`src/rtl/demux_pkg.sv`:
```
// Shared types and defaults for the buffered 1:2 word demultiplexer.
package demux_pkg;

  localparam int WIDTH = 32;

  typedef logic [WIDTH-1:0] word_t;

  typedef enum logic {
    DEST_OUT0 = 1'b0,
    DEST_OUT1 = 1'b1
  } dest_e;

endpackage : demux_pkg

```
`src/rtl/demux1x2_32b_buf_if.sv`:
```
// Handshake bundle for the demux: one input stream and two output streams.
// The master side is the producer/consumers; the slave side is the demux.
interface demux1x2_32b_buf_if #(
  parameter int WIDTH = 32,
  parameter int DEPTH = 2
);

  localparam int CW = $clog2(DEPTH + 1);

  logic             in_valid;
  logic             in_ready;
  logic [WIDTH-1:0] in_data;
  logic             in_sel;

  logic             out0_valid;
  logic             out0_ready;
  logic [WIDTH-1:0] out0_data;
  logic [CW-1:0]    out0_count;

  logic             out1_valid;
  logic             out1_ready;
  logic [WIDTH-1:0] out1_data;
  logic [CW-1:0]    out1_count;

  modport master (
    output in_valid, in_data, in_sel, out0_ready, out1_ready,
    input  in_ready, out0_valid, out0_data, out0_count,
           out1_valid, out1_data, out1_count
  );

  modport slave (
    input  in_valid, in_data, in_sel, out0_ready, out1_ready,
    output in_ready, out0_valid, out0_data, out0_count,
           out1_valid, out1_data, out1_count
  );

endinterface : demux1x2_32b_buf_if

```
`src/rtl/fifo_sync_buf.sv`:
```
// Small synchronous FIFO with registered occupancy. Head word is read straight
// from storage, so a pushed word is visible no earlier than the next cycle.
module fifo_sync_buf #(
  parameter int WIDTH = 32,
  parameter int DEPTH = 2,
  localparam int PW = $clog2(DEPTH),
  localparam int CW = $clog2(DEPTH + 1)
) (
  input  logic             clk,
  input  logic             n_rst,
  input  logic             push,
  input  logic [WIDTH-1:0] push_data,
  output logic             full,
  input  logic             pop,
  output logic [WIDTH-1:0] head_data,
  output logic             empty,
  output logic [CW-1:0]    count
);

  localparam logic [PW-1:0] PTR_ONE  = PW'(1);
  localparam logic [CW-1:0] CNT_ONE  = CW'(1);
  localparam logic [CW-1:0] CNT_FULL = CW'(DEPTH);

  logic [WIDTH-1:0] mem_q [DEPTH];
  logic [WIDTH-1:0] mem_d [DEPTH];
  logic [PW-1:0]    wptr_q, wptr_d;
  logic [PW-1:0]    rptr_q, rptr_d;
  logic [CW-1:0]    count_q, count_d;
  logic             push_ok_s;
  logic             pop_ok_s;

  // Status flags come only from the registered count.
  assign full      = (count_q == CNT_FULL);
  assign empty     = (count_q == {CW{1'b0}});
  assign count     = count_q;
  assign head_data = mem_q[rptr_q];

  // Next-state: write at wptr, advance rptr on pop, track occupancy separately.
  always_comb begin
    mem_d     = mem_q;
    wptr_d    = wptr_q;
    rptr_d    = rptr_q;
    count_d   = count_q;
    push_ok_s = push & ~full;
    pop_ok_s  = pop & ~empty;

    if (push_ok_s) begin
      mem_d[wptr_q] = push_data;
      wptr_d        = wptr_q + PTR_ONE;
    end else begin
      wptr_d = wptr_q;
    end

    if (pop_ok_s) begin
      rptr_d = rptr_q + PTR_ONE;
    end else begin
      rptr_d = rptr_q;
    end

    case ({push_ok_s, pop_ok_s})
      2'b10:   count_d = count_q + CNT_ONE;
      2'b01:   count_d = count_q - CNT_ONE;
      default: count_d = count_q;
    endcase
  end

  // State registers; reset empties the FIFO and clears storage.
  always_ff @(posedge clk or negedge n_rst) begin
    if (!n_rst) begin
      for (int i = 0; i < DEPTH; i++) begin
        mem_q[i] <= {WIDTH{1'b0}};
      end
      wptr_q  <= {PW{1'b0}};
      rptr_q  <= {PW{1'b0}};
      count_q <= {CW{1'b0}};
    end else begin
      mem_q   <= mem_d;
      wptr_q  <= wptr_d;
      rptr_q  <= rptr_d;
      count_q <= count_d;
    end
  end

endmodule : fifo_sync_buf

```
`src/rtl/demux1x2_32b_buf.sv`:
```
// Buffered 1:2 word demultiplexer. Each destination has its own FIFO so a
// stalled consumer only blocks words addressed to it.
module demux1x2_32b_buf
  import demux_pkg::*;
#(
  parameter int WIDTH = demux_pkg::WIDTH,
  parameter int DEPTH = 2
) (
  input logic              clk,
  input logic              n_rst,
  demux1x2_32b_buf_if.slave bus
);

  localparam int CW = $clog2(DEPTH + 1);

  dest_e            dest_s;
  logic             in_ready_s;
  logic             push0_s, push1_s;
  logic             pop0_s, pop1_s;
  logic             full0_s, full1_s;
  logic             empty0_s, empty1_s;
  logic [WIDTH-1:0] head0_s, head1_s;
  logic [CW-1:0]    count0_s, count1_s;

  assign dest_s = dest_e'(bus.in_sel);

  // Steering: ready follows the selected FIFO's full flag only; push/pop gating.
  always_comb begin
    in_ready_s = 1'b0;
    push0_s    = 1'b0;
    push1_s    = 1'b0;
    case (dest_s)
      DEST_OUT0: in_ready_s = ~full0_s;
      DEST_OUT1: in_ready_s = ~full1_s;
      default:   in_ready_s = 1'b0;
    endcase
    if (bus.in_valid && in_ready_s) begin
      push0_s = (dest_s == DEST_OUT0);
      push1_s = (dest_s == DEST_OUT1);
    end else begin
      push0_s = 1'b0;
      push1_s = 1'b0;
    end
    pop0_s = bus.out0_ready & ~empty0_s;
    pop1_s = bus.out1_ready & ~empty1_s;
  end

  fifo_sync_buf #(.WIDTH(WIDTH), .DEPTH(DEPTH)) u_fifo0 (
    .clk       (clk),
    .n_rst     (n_rst),
    .push      (push0_s),
    .push_data (bus.in_data),
    .full      (full0_s),
    .pop       (pop0_s),
    .head_data (head0_s),
    .empty     (empty0_s),
    .count     (count0_s)
  );

  fifo_sync_buf #(.WIDTH(WIDTH), .DEPTH(DEPTH)) u_fifo1 (
    .clk       (clk),
    .n_rst     (n_rst),
    .push      (push1_s),
    .push_data (bus.in_data),
    .full      (full1_s),
    .pop       (pop1_s),
    .head_data (head1_s),
    .empty     (empty1_s),
    .count     (count1_s)
  );

  assign bus.in_ready   = in_ready_s;
  assign bus.out0_valid = ~empty0_s;
  assign bus.out0_data  = head0_s;
  assign bus.out0_count = count0_s;
  assign bus.out1_valid = ~empty1_s;
  assign bus.out1_data  = head1_s;
  assign bus.out1_count = count1_s;

endmodule : demux1x2_32b_buf

```
`src/flat_wrapper.sv`:
```
// flat-port wrapper written by rule: the top's interface ports become plain ports
module demux1x2_32b_buf_flat import demux_pkg::*;
#(
  parameter int WIDTH = demux_pkg::WIDTH,
  parameter int DEPTH = 2
)
  (clk, n_rst, bus_in_valid, bus_in_data, bus_in_sel, bus_out0_ready, bus_out1_ready, bus_in_ready, bus_out0_valid, bus_out0_data, bus_out0_count, bus_out1_valid, bus_out1_data, bus_out1_count);
  demux1x2_32b_buf_if #(.WIDTH(WIDTH), .DEPTH(DEPTH)) bus_i ();
  input logic clk;
  input logic n_rst;
  input wire logic [$bits(bus_i.in_valid)-1:0] bus_in_valid;
  input wire logic [$bits(bus_i.in_data)-1:0] bus_in_data;
  input wire logic [$bits(bus_i.in_sel)-1:0] bus_in_sel;
  input wire logic [$bits(bus_i.out0_ready)-1:0] bus_out0_ready;
  input wire logic [$bits(bus_i.out1_ready)-1:0] bus_out1_ready;
  output wire logic [$bits(bus_i.in_ready)-1:0] bus_in_ready;
  output wire logic [$bits(bus_i.out0_valid)-1:0] bus_out0_valid;
  output wire logic [$bits(bus_i.out0_data)-1:0] bus_out0_data;
  output wire logic [$bits(bus_i.out0_count)-1:0] bus_out0_count;
  output wire logic [$bits(bus_i.out1_valid)-1:0] bus_out1_valid;
  output wire logic [$bits(bus_i.out1_data)-1:0] bus_out1_data;
  output wire logic [$bits(bus_i.out1_count)-1:0] bus_out1_count;
  assign bus_i.in_valid = bus_in_valid;
  assign bus_i.in_data = bus_in_data;
  assign bus_i.in_sel = bus_in_sel;
  assign bus_i.out0_ready = bus_out0_ready;
  assign bus_i.out1_ready = bus_out1_ready;
  assign bus_in_ready = bus_i.in_ready;
  assign bus_out0_valid = bus_i.out0_valid;
  assign bus_out0_data = bus_i.out0_data;
  assign bus_out0_count = bus_i.out0_count;
  assign bus_out1_valid = bus_i.out1_valid;
  assign bus_out1_data = bus_i.out1_data;
  assign bus_out1_count = bus_i.out1_count;
  demux1x2_32b_buf #(.WIDTH(WIDTH), .DEPTH(DEPTH)) u_core (.clk(clk), .n_rst(n_rst), .bus(bus_i));
endmodule
```
`config.mk`:
```
export PLATFORM = sky130hd
export DESIGN_NAME = demux1x2_32b_buf_flat
export DESIGN_NICKNAME = d
export VERILOG_FILES = /design/src/rtl/demux_pkg.sv /design/src/rtl/demux1x2_32b_buf_if.sv /design/src/rtl/fifo_sync_buf.sv /design/src/rtl/demux1x2_32b_buf.sv /design/src/flat_wrapper.sv
export SDC_FILE = /design/constraint.sdc
export NUM_CORES = 1
export LEC_CHECK = 0
export CORE_UTILIZATION = 45
export DETAILED_ROUTE_END_ITERATION = 10
export PLACE_DENSITY_LB_ADDON = 0.08
export SYNTH_ARGS = -nofsm -noshare
export SYNTH_HDL_FRONTEND = slang
export SYNTH_SLANG_ARGS = --single-unit
export TNS_END_PERCENT = 50
```
`constraint.sdc`:
```
create_clock -name clk -period 3.8 [get_ports clk]
set_clock_uncertainty 0.05 [all_clocks]
set_input_delay 0.76 -clock clk [delete_from_list [all_inputs] [get_ports clk]]
set_output_delay 0.76 -clock clk [all_outputs]
set_load 0.05 [all_outputs]
```
# Yosys cells after proc, flatten, opt, wreduce, memory -nomap -nowiden
# Cells that the tools add are included.
# op_classes
n_eq_ne,6
n_mux,17
n_reduce_logical,7
n_lt_le_gt_ge,6
bitwise,15
addsub,8
# ops
op,n
2-to-1 mux 32 bit,8
bitwise mux 64 bit,2
demux 32 bit (select 1 bit),2
"== test 2 bit, second input constant",4
"greater-or-equal comparator 2 bit, second input constant",4
NOT 1 -> 2 bit,4
case mux 2 bit (2 select lines),2
bitwise AND 1 bit,6
NOT 1 bit,5
"adder 1 bit, second input constant",4
"adder 2 x 1 -> 2 bit, second input constant",2
"== test 2 x 1 -> 1 bit, second input constant",2
zero test 2 bit,2
"< comparator 2 x 1 -> 1 bit, second input constant",2
nonzero test 2 bit,2
"subtractor 2 x 1 -> 2 bit, second input constant",2
logical AND 1 bit,3
2-to-1 mux 1 bit,2
case mux 1 bit (2 select lines),1
# word_totals
output_inout_bits,71
inputBits,38
ff_bits,136

# Longest topological paths before layout
# Gate-level depths: netlist (run 1).
# depth
ltp_word,8
ltp_mapped,6

# Cells and area by module
# A second synthesis (run 1) with hierarchy kept.
# hier_totals
cells_unflattened,385
area_unflattened_um2,6049.6
# by_module_without_submodules
mod,instances,cells_per_inst,seq_area_each_um2,area_each_um2
fifo_sync_buf (u_core.u_fifo1),1,189,1701.6,3002.9
fifo_sync_buf (u_core.u_fifo0),1,189,1701.6,3000.4
demux1x2_32b_buf,1,7,0.0,46.3

# Least setup slack after synthesis (run 1)
# Ideal clock, no wire load.
# synth_timing
kind,flip-flop to output port
start,reg u_core.u_fifo0.count_q[0] (netlist: u_core.u_fifo0.count[0])
end,out bus_in_ready
n_path_buf,0
path_slack_ns,1.306
path_stages_with_launch,4
arrival_time_ns,1.684
required_ns,2.990
cell_sequence,dfrtp_1 nand2b_1 nor2_1 a21oi_1
# synth_via
elab_chain_cells,3
# synth_rtl
element,line,source
start: declaration,fifo_sync_buf.sv:28,"logic [CW-1:0] count_q, count_d;"
start signal: assignment,fifo_sync_buf.sv:75,count_q <= {CW{1'b0}};
start signal: assignment,fifo_sync_buf.sv:80,count_q <= count_d;
== test 2 bit,fifo_sync_buf.sv:33,assign full = (count_q == CNT_FULL);
NOT 1 bit,demux1x2_32b_buf.sv:33,DEST_OUT0: in_ready_s = ~full0_s;
case mux 1 bit (2 select lines),demux1x2_32b_buf.sv:32,case (dest_s)
end: declaration,flat_wrapper.sv:16,output wire logic [$bits(bus_i.in_ready)-1:0] bus_in_ready;
# No other way between the ends.

# Worst setup path after layout (run 1)
# layout_timing
start,reg u_core.u_fifo1.rptr_q
end,out bus_out1_data[28]
# layout_via
elab_chain_cells,4
# layout_rtl
element,line,source
start: declaration,fifo_sync_buf.sv:27,"logic [PW-1:0] rptr_q, rptr_d;"
start signal: assignment,fifo_sync_buf.sv:74,rptr_q <= {PW{1'b0}};
start signal: assignment,fifo_sync_buf.sv:79,rptr_q <= rptr_d;
NOT 1 -> 2 bit (not written as such),fifo_sync_buf.sv:36,assign head_data = mem_q[rptr_q];
2-to-1 mux 32 bit (not written as such) (3 in series),fifo_sync_buf.sv:36,
end: declaration,flat_wrapper.sv:21,output wire logic [$bits(bus_i.out1_data)-1:0] bus_out1_data;
# No other way between the ends. The select of a mux whose other input is x is not followed.

==> flow_metrics.env, run 1 <==
export IMPL_post_cts_hold_buffer_count=0
export IMPL_io_buffers=108
export IMPL_detail_route_iter0_violations=107
export IMPL_hold_viol=0
export IMPL_rr_worst_depth=4
export IMPL_tns_ps=0
export IMPL_synth_top_cell_by_area="sky130_fd_sc_hd__dfrtp_1"
export IMPL_max_slew_margin_pct=38.8
export IMPL_required_ps=2990
export IMPL_worstSetupPathDepth=2
export IMPL_routed_wl_um=12100
export IMPL_number_of_global_route_vias_before_repair=3786
export IMPL_seq_area_frac_synth_pct=56.4
export IMPL_num_vias=3448
export IMPL_clock_fmax_ghz=0.299
export IMPL_antenna_found_initial=0
export IMPL_finalWeightedCongestion=0.675
export IMPL_synthMostInstantiatedCell="sky130_fd_sc_hd__mux2_2"
export IMPL_worst_setup_sp_type="flip-flop"
export IMPL_critical_path_class="flip-flop to output port"
export IMPL_hold_path_class="input pin to async pin"
export IMPL_cts_root_buf="sky130_fd_sc_hd__clkbuf_16"
export IMPL_crit_buf_inv=1
export IMPL_layout_nets=532
export IMPL_worst_path_max_fanout=33
export IMPL_grtUsageTotal_pct=19.0
export IMPL_flow_area_growth_from_synthesis_pct=32.4
export IMPL_synthTopCellsByCount="sky130_fd_sc_hd__mux2_2, sky130_fd_sc_hd__dfrtp_1, sky130_fd_sc_hd__mux2_4"
export IMPL_slowest_delay_ps=970
export IMPL_final_period_utilization_pct=88.1
export IMPL_synthDistinctLibCells=22
export IMPL_clock_sink_count=136
export IMPL_max_slew_worst_pin_slew_ps=918
export IMPL_dpl_hpwl_um=7300
export IMPL_synth_top_flop_cell="sky130_fd_sc_hd__dfrtp_1"
export IMPL_critical_path_endpoint_type="output port"
export IMPL_routed_via_density=5.09
export IMPL_setup_viol=0
export IMPL_design_die_area_mm2=0.0139
export IMPL_post_synth_main_area_contributors="sky130_fd_sc_hd__dfrtp_1, sky130_fd_sc_hd__mux2_2, sky130_fd_sc_hd__mux2_4"
export IMPL_netlist_area_leader_share_pct=56.4
export IMPL_status="completed"
export IMPL_grt_pass1_wl_um=20200
export IMPL_syn_nets=421
export IMPL_post_synth_cell_area_avg_um2=15.8
export IMPL_ctsHtreeMaxLevel=4
export IMPL_remaining_drc_errors=0
export IMPL_core_rows=41
export IMPL_floorplan_initialDensity_pct=47.1
export IMPL_die_w_um=118
export IMPL_cp_top_delay_family="flip-flops"
export IMPL_yosys_register_bits=136
export IMPL_cts_resized=0
export IMPL_gr_total_overflow=0
export IMPL_timing_final_crit_period_ps=3350
export IMPL_ant_nets=0
export IMPL_detail_route_first_pass_iterations=5
export IMPL_crit_chain="mux2_2 -> clkdlybuf4s50_1"
export IMPL_mappedNetlistArea_mm2=0.00603
export IMPL_cts_post_setup_buffers_inserted=0
export IMPL_yosys_warnings=0
export IMPL_pin_count_of_the_biggest_net_entering_global_routing=86
export IMPL_synth_enable_flop_cells=0
export IMPL_worstSkewPairLatency_ps=420
export IMPL_num_antenna_cells=0
export IMPL_cap_violations=0
export IMPL_core_area_mm2=0.0128
export IMPL_cts_made_buffers=17
export IMPL_cp_slowest_cell="sky130_fd_sc_hd__dfrtp_2"
export IMPL_finalMaxSlewViolations=0
export IMPL_cts_root_to_sink_buffers=2
export IMPL_synth_cells=381
export IMPL_drive_gt1_share_pct=46.1
export IMPL_rsz0062_at_grt="no"
export IMPL_avgRoutedWirePerCell_um=17.8
export IMPL_cts_tree="built"
export IMPL_pin_count=109
export IMPL_die_y_um=118
export IMPL_cts_clk_slew_worst_paths_ps=60
export IMPL_cp_arrival_ps=2540
export IMPL_synthArstFlopShare_pct=100
==> final cells by class <==
type,count,area (um^2)
fillers,983,4840
flip-flops and latches,136,3410
multi-input cells,224,2530
repair buffers,113,1130
clock buffers,22,494
well taps,172,215
clock inverters,10,211
==> layer usage <==
metal  up-vias  share of wire, %  track usage, %
met3        13               5.0            6.20
met4         0               1.3            6.49
met2        76                50            30.0
met1      1779                43            24.5
li1       1580                 -               -
met5         -                 0               0
==> layout by cell type, fill, tap and decap left out <==
cell type                           n
sky130_fd_sc_hd__buf_4              4
sky130_fd_sc_hd__nand2b_1           3
sky130_fd_sc_hd__nand3_1            1
sky130_fd_sc_hd__mux2_2           157
sky130_fd_sc_hd__xor2_1             4
sky130_fd_sc_hd__mux2_4            30
sky130_fd_sc_hd__or3b_2             1
sky130_fd_sc_hd__inv_6              1
sky130_fd_sc_hd__xnor2_1            6
sky130_fd_sc_hd__clkdlybuf4s50_1  107
sky130_fd_sc_hd__clkbuf_8           5
sky130_fd_sc_hd__and2_1             2
sky130_fd_sc_hd__ha_1               2
sky130_fd_sc_hd__mux2_1             5
sky130_fd_sc_hd__nor2b_1            2
sky130_fd_sc_hd__clkinvlp_4         3
sky130_fd_sc_hd__a21oi_1            1
sky130_fd_sc_hd__buf_6              1
sky130_fd_sc_hd__bufinv_16          6
sky130_fd_sc_hd__clkbuf_16         17
sky130_fd_sc_hd__or2_2              2
sky130_fd_sc_hd__nand4_1            1
sky130_fd_sc_hd__nand2_1            1
sky130_fd_sc_hd__nor3_4             2
sky130_fd_sc_hd__nand2b_4           1
sky130_fd_sc_hd__buf_12             1
sky130_fd_sc_hd__nor2_1             3
sky130_fd_sc_hd__dfrtp_1          134
sky130_fd_sc_hd__dfrtp_2            2
==> kinds of logic (layout without fill, tap and decap cells) <==
logic type / count (synthesis) / after routing / share of synthesized area [%]
DFF: 136 / 136 / 56.4
buffers and inverters: 21 / 145 / 1.89
adders and majority gates: 2 / 2 / 0.415
muxes: 192 / 192 / 37.7
xor gates and xnor gates: 10 / 10 / 1.45
AOI/OAI and AO/OA: 1 / 1 / 0.0829
and+or+nand+nor: 19 / 19 / 2.07
==> flip-flops by register name (all words and copies together) (netlist names) <==
register	cells
u_core.u_fifo1.count	2
u_core.u_fifo1.rptr_q	1
u_core.u_fifo0.rptr_q	1
u_core.u_fifo1.mem_q	64
u_core.u_fifo0.count	2
u_core.u_fifo0.mem_q	64
u_core.u_fifo0.wptr_q	1
u_core.u_fifo1.wptr_q	1
==> stage by stage <==
step           utilization (%)  hold slack [ps]  instances  cell area, um^2  setup WS [ps]
5_1_grt                   62.3              394        677             7990            355
2_1_floorplan                -              404        381             6030           1310
6_report                  62.3              329        677             7990            451
3_5_place_dp              56.8              426        645             7280            672
3_3_place_gp              56.8              413        645             7280            687
4_1_cts                   62.3              370        677             7990            377
==> worst register-to-register path, stage by stage (launching register included) <==
cell	delay, ps
sky130_fd_sc_hd__dfrtp_1	420
sky130_fd_sc_hd__nor2b_1	190
sky130_fd_sc_hd__or3b_2	470
sky130_fd_sc_hd__buf_4	340
sky130_fd_sc_hd__mux2_4	390
==> path summary, 6_finish.rpt <==
| path | startpoint | to | slack (ps) |
|---|---|---|---|
| worst max-delay path | u_core.u_fifo1.rptr_q$_DFFE_PN0P_ | bus_out1_data[28] | 450 |
| worst min-delay path | n_rst | u_core.u_fifo1.mem_q[43]$_DFFE_PN0P_ | 330 |
| worst max register to register | u_core.u_fifo0.count[1]$_DFFE_PN0P_ | u_core.u_fifo0.mem_q[20]$_DFFE_PN0P_ | 1830 |
| worst min register to register | u_core.u_fifo0.mem_q[63]$_DFFE_PN0P_ | u_core.u_fifo0.mem_q[63]$_DFFE_PN0P_ | 440 |
| max in group asynchronous | n_rst | u_core.u_fifo1.mem_q[6]$_DFFE_PN0P_ | 2600 |
| min in group clk | u_core.u_fifo0.mem_q[63]$_DFFE_PN0P_ | u_core.u_fifo0.mem_q[63]$_DFFE_PN0P_ | 440 |
Power of run 1 is left out: the tool's default activity adds up to more than one toggle a clock period on the data nets, which glitch-free logic cannot reach.
==> inputs of run 2 (changes only) <==
--- a/config.mk
+++ b/config.mk
@@ -5,7 +5,9 @@
 export SDC_FILE = /design/constraint.sdc
 export NUM_CORES = 1
 export LEC_CHECK = 0
+export CORE_MARGIN = 4
 export CORE_UTILIZATION = 45
+export CTS_BUF_LIST = sky130_fd_sc_hd__clkbuf_16
 export DETAILED_ROUTE_END_ITERATION = 10
 export PLACE_DENSITY_LB_ADDON = 0.08
 export SYNTH_ARGS = -nofsm -noshare
==> run 2 against run 1 <==
- register-to-register slack worse by 200 ps
- via count is 0.15% higher
- critical path depth is the same
- final cell count rose by 0.74%
- largest cell class unchanged
==> flow_metrics.env, run 2 (synthesized netlist as in run 1, its figures left out) <==
export IMPL_status="completed"
export IMPL_tns_ps=0
export IMPL_die_y_um=124
export IMPL_drive_gt1_share_pct=45.1
export IMPL_detail_route_iter0_violations=149
export IMPL_cts_tree="built"
export IMPL_cp_arrival_ps=2550
export IMPL_critical_path_class="flip-flop to output port"
export IMPL_cp_startpoint="u_core.u_fifo1.rptr_q$_DFFE_PN0P_"
export IMPL_critical_path_reg2reg_startpoint="u_core.u_fifo0.count[0]$_DFFE_PN0P_"
export IMPL_clock_sink_count=136
export IMPL_cts_clk_slew_worst_paths_ps=60
export IMPL_pin_count=109
export IMPL_routed_via_density=5.06
export IMPL_cts_post_setup_buffers_inserted=0
export IMPL_max_slew_margin_pct=24.3
export IMPL_max_slew_worst_pin_slew_ps=1140
export IMPL_placed_cells_incl_taps=651
export IMPL_cts_resized=0
export IMPL_cts_root_to_sink_buffers=2
export IMPL_design_die_area_mm2=0.0153
export IMPL_io_buffers=108
export IMPL_num_vias=3453
export IMPL_post_cts_hold_buffer_count=0
export IMPL_final_seq_area_mm2=0.00341
export IMPL_flow_area_growth_from_synthesis_pct=30.0
export IMPL_num_antenna_cells=0
export IMPL_core_rows=42
export IMPL_avgRoutedWirePerCell_um=17.7
export IMPL_routed_wl_um=12100
export IMPL_clock_fmax_ghz=0.297
export IMPL_ant_nets=0
export IMPL_die_w_um=124
export IMPL_ctsHtreeMaxLevel=4
export IMPL_layout_nets=534
export IMPL_grtUsageTotal_pct=17.3
export IMPL_multi_input_area_mm2=0.00253
export IMPL_hold_viol=0
export IMPL_most_frequent_cells_in_the_layout="sky130_fd_sc_hd__mux2_2, sky130_fd_sc_hd__dfrtp_1, sky130_fd_sc_hd__clkdlybuf4s50_1"
export IMPL_detail_route_first_pass_iterations=4
export IMPL_worst_path_max_fanout=33
export IMPL_cts_root_buf="sky130_fd_sc_hd__clkbuf_16"
export IMPL_gr_total_overflow=0
export IMPL_remaining_drc_errors=0
export IMPL_post_layout_nonfiller_instances=682
export IMPL_setup_viol=0
export IMPL_core_area_mm2=0.0132
export IMPL_number_of_global_route_vias_before_repair=3812
export IMPL_critical_path_endpoint_type="output port"
export IMPL_timing_final_crit_period_ps=3360
export IMPL_grt_pass1_wl_um=20000
export IMPL_cts_made_buffers=17
export IMPL_cap_violations=0
export IMPL_floorplan_initialDensity_pct=45.8
export IMPL_dpl_hpwl_um=7730
export IMPL_antenna_found_initial=0
export IMPL_pin_count_of_the_biggest_net_entering_global_routing=124
export IMPL_hold_path_class="input pin to async pin"
export IMPL_rsz0062_at_grt="no"
export IMPL_required_ps=2990
export IMPL_reg_largest_list="u_core.u_fifo0.mem_q x64, u_core.u_fifo1.mem_q x64"
export IMPL_worstSkewPairLatency_ps=410
export IMPL_finalWeightedCongestion=0.707
export IMPL_finalMaxSlewViolations=0
export IMPL_final_util_pct=59.5
export IMPL_hold_worst_slack_ps=415
export IMPL_final_period_utilization_pct=88.5
export IMPL_worst_setup_sp_type="flip-flop"
export IMPL_final_common_cell="sky130_fd_sc_hd__mux2_2"
export IMPL_fillers=1056
[run 2: worst max-delay path: stages, from the launching register on]
cell,delay [ps]
sky130_fd_sc_hd__dfrtp_2,980
sky130_fd_sc_hd__mux2_2,450
sky130_fd_sc_hd__clkdlybuf4s50_1,710
[run 2: final cells by class]
| type | instances | share of cell area [%] |
|---|---|---|
| clock buffers | 17 | 5.42 |
| clock inverters | 14 | 1.50 |
| multi-input cells | 224 | 32.2 |
| flip-flops and latches | 136 | 43.4 |
| well taps | 176 | 2.81 |
| repair buffers | 115 | 14.6 |
[run 2: stage by stage]
stage	instance area, um^2	setup WS, ps
floorplan	6030	1310
global route	7850	349
CTS	7850	402
detailed placement	7300	672
global placement	7300	677
finish	7850	437
[run 2: layer usage]
metal,global-route usage (%),wire length [um],vias to the layer above
met5,0,0,-
met4,6.64,176,0
met3,4.90,592,15
met2,27.2,5890,81
met1,22.6,5420,1773
li1,-,-,1584
[run 2: final timing paths]
check | to | slack (ps) | depth (start not counted)
max in group asynchronous | u_core.u_fifo1.rptr_q$_DFFE_PN0P_ | 2400 | 1
setup reg to reg | u_core.u_fifo0.mem_q[0]$_DFFE_PN0P_ | 1630 | 4
min in group clk | u_core.u_fifo0.mem_q[63]$_DFFE_PN0P_ | 430 | 1
hold / removal | u_core.u_fifo1.mem_q[11]$_DFFE_PN0P_ | 420 | 1
hold reg to reg | u_core.u_fifo0.mem_q[63]$_DFFE_PN0P_ | 430 | 1
setup / recovery | bus_out1_data[20] | 440 | 2
Power of run 2 is left out for the same reason.
==> inputs of run 3 (changes only) <==
--- a/config.mk
+++ b/config.mk
@@ -8,6 +8,7 @@
 export CORE_MARGIN = 4
 export CORE_UTILIZATION = 45
 export CTS_BUF_LIST = sky130_fd_sc_hd__clkbuf_16
+export CTS_CLUSTER_DIAMETER = 100
 export DETAILED_ROUTE_END_ITERATION = 10
 export PLACE_DENSITY_LB_ADDON = 0.08
 export SYNTH_ARGS = -nofsm -noshare
==> results of run 3 <==
Same layout as run 2: the final DEF is identical, and so are final timing and power.
Power of run 3 is left out for the same reason.
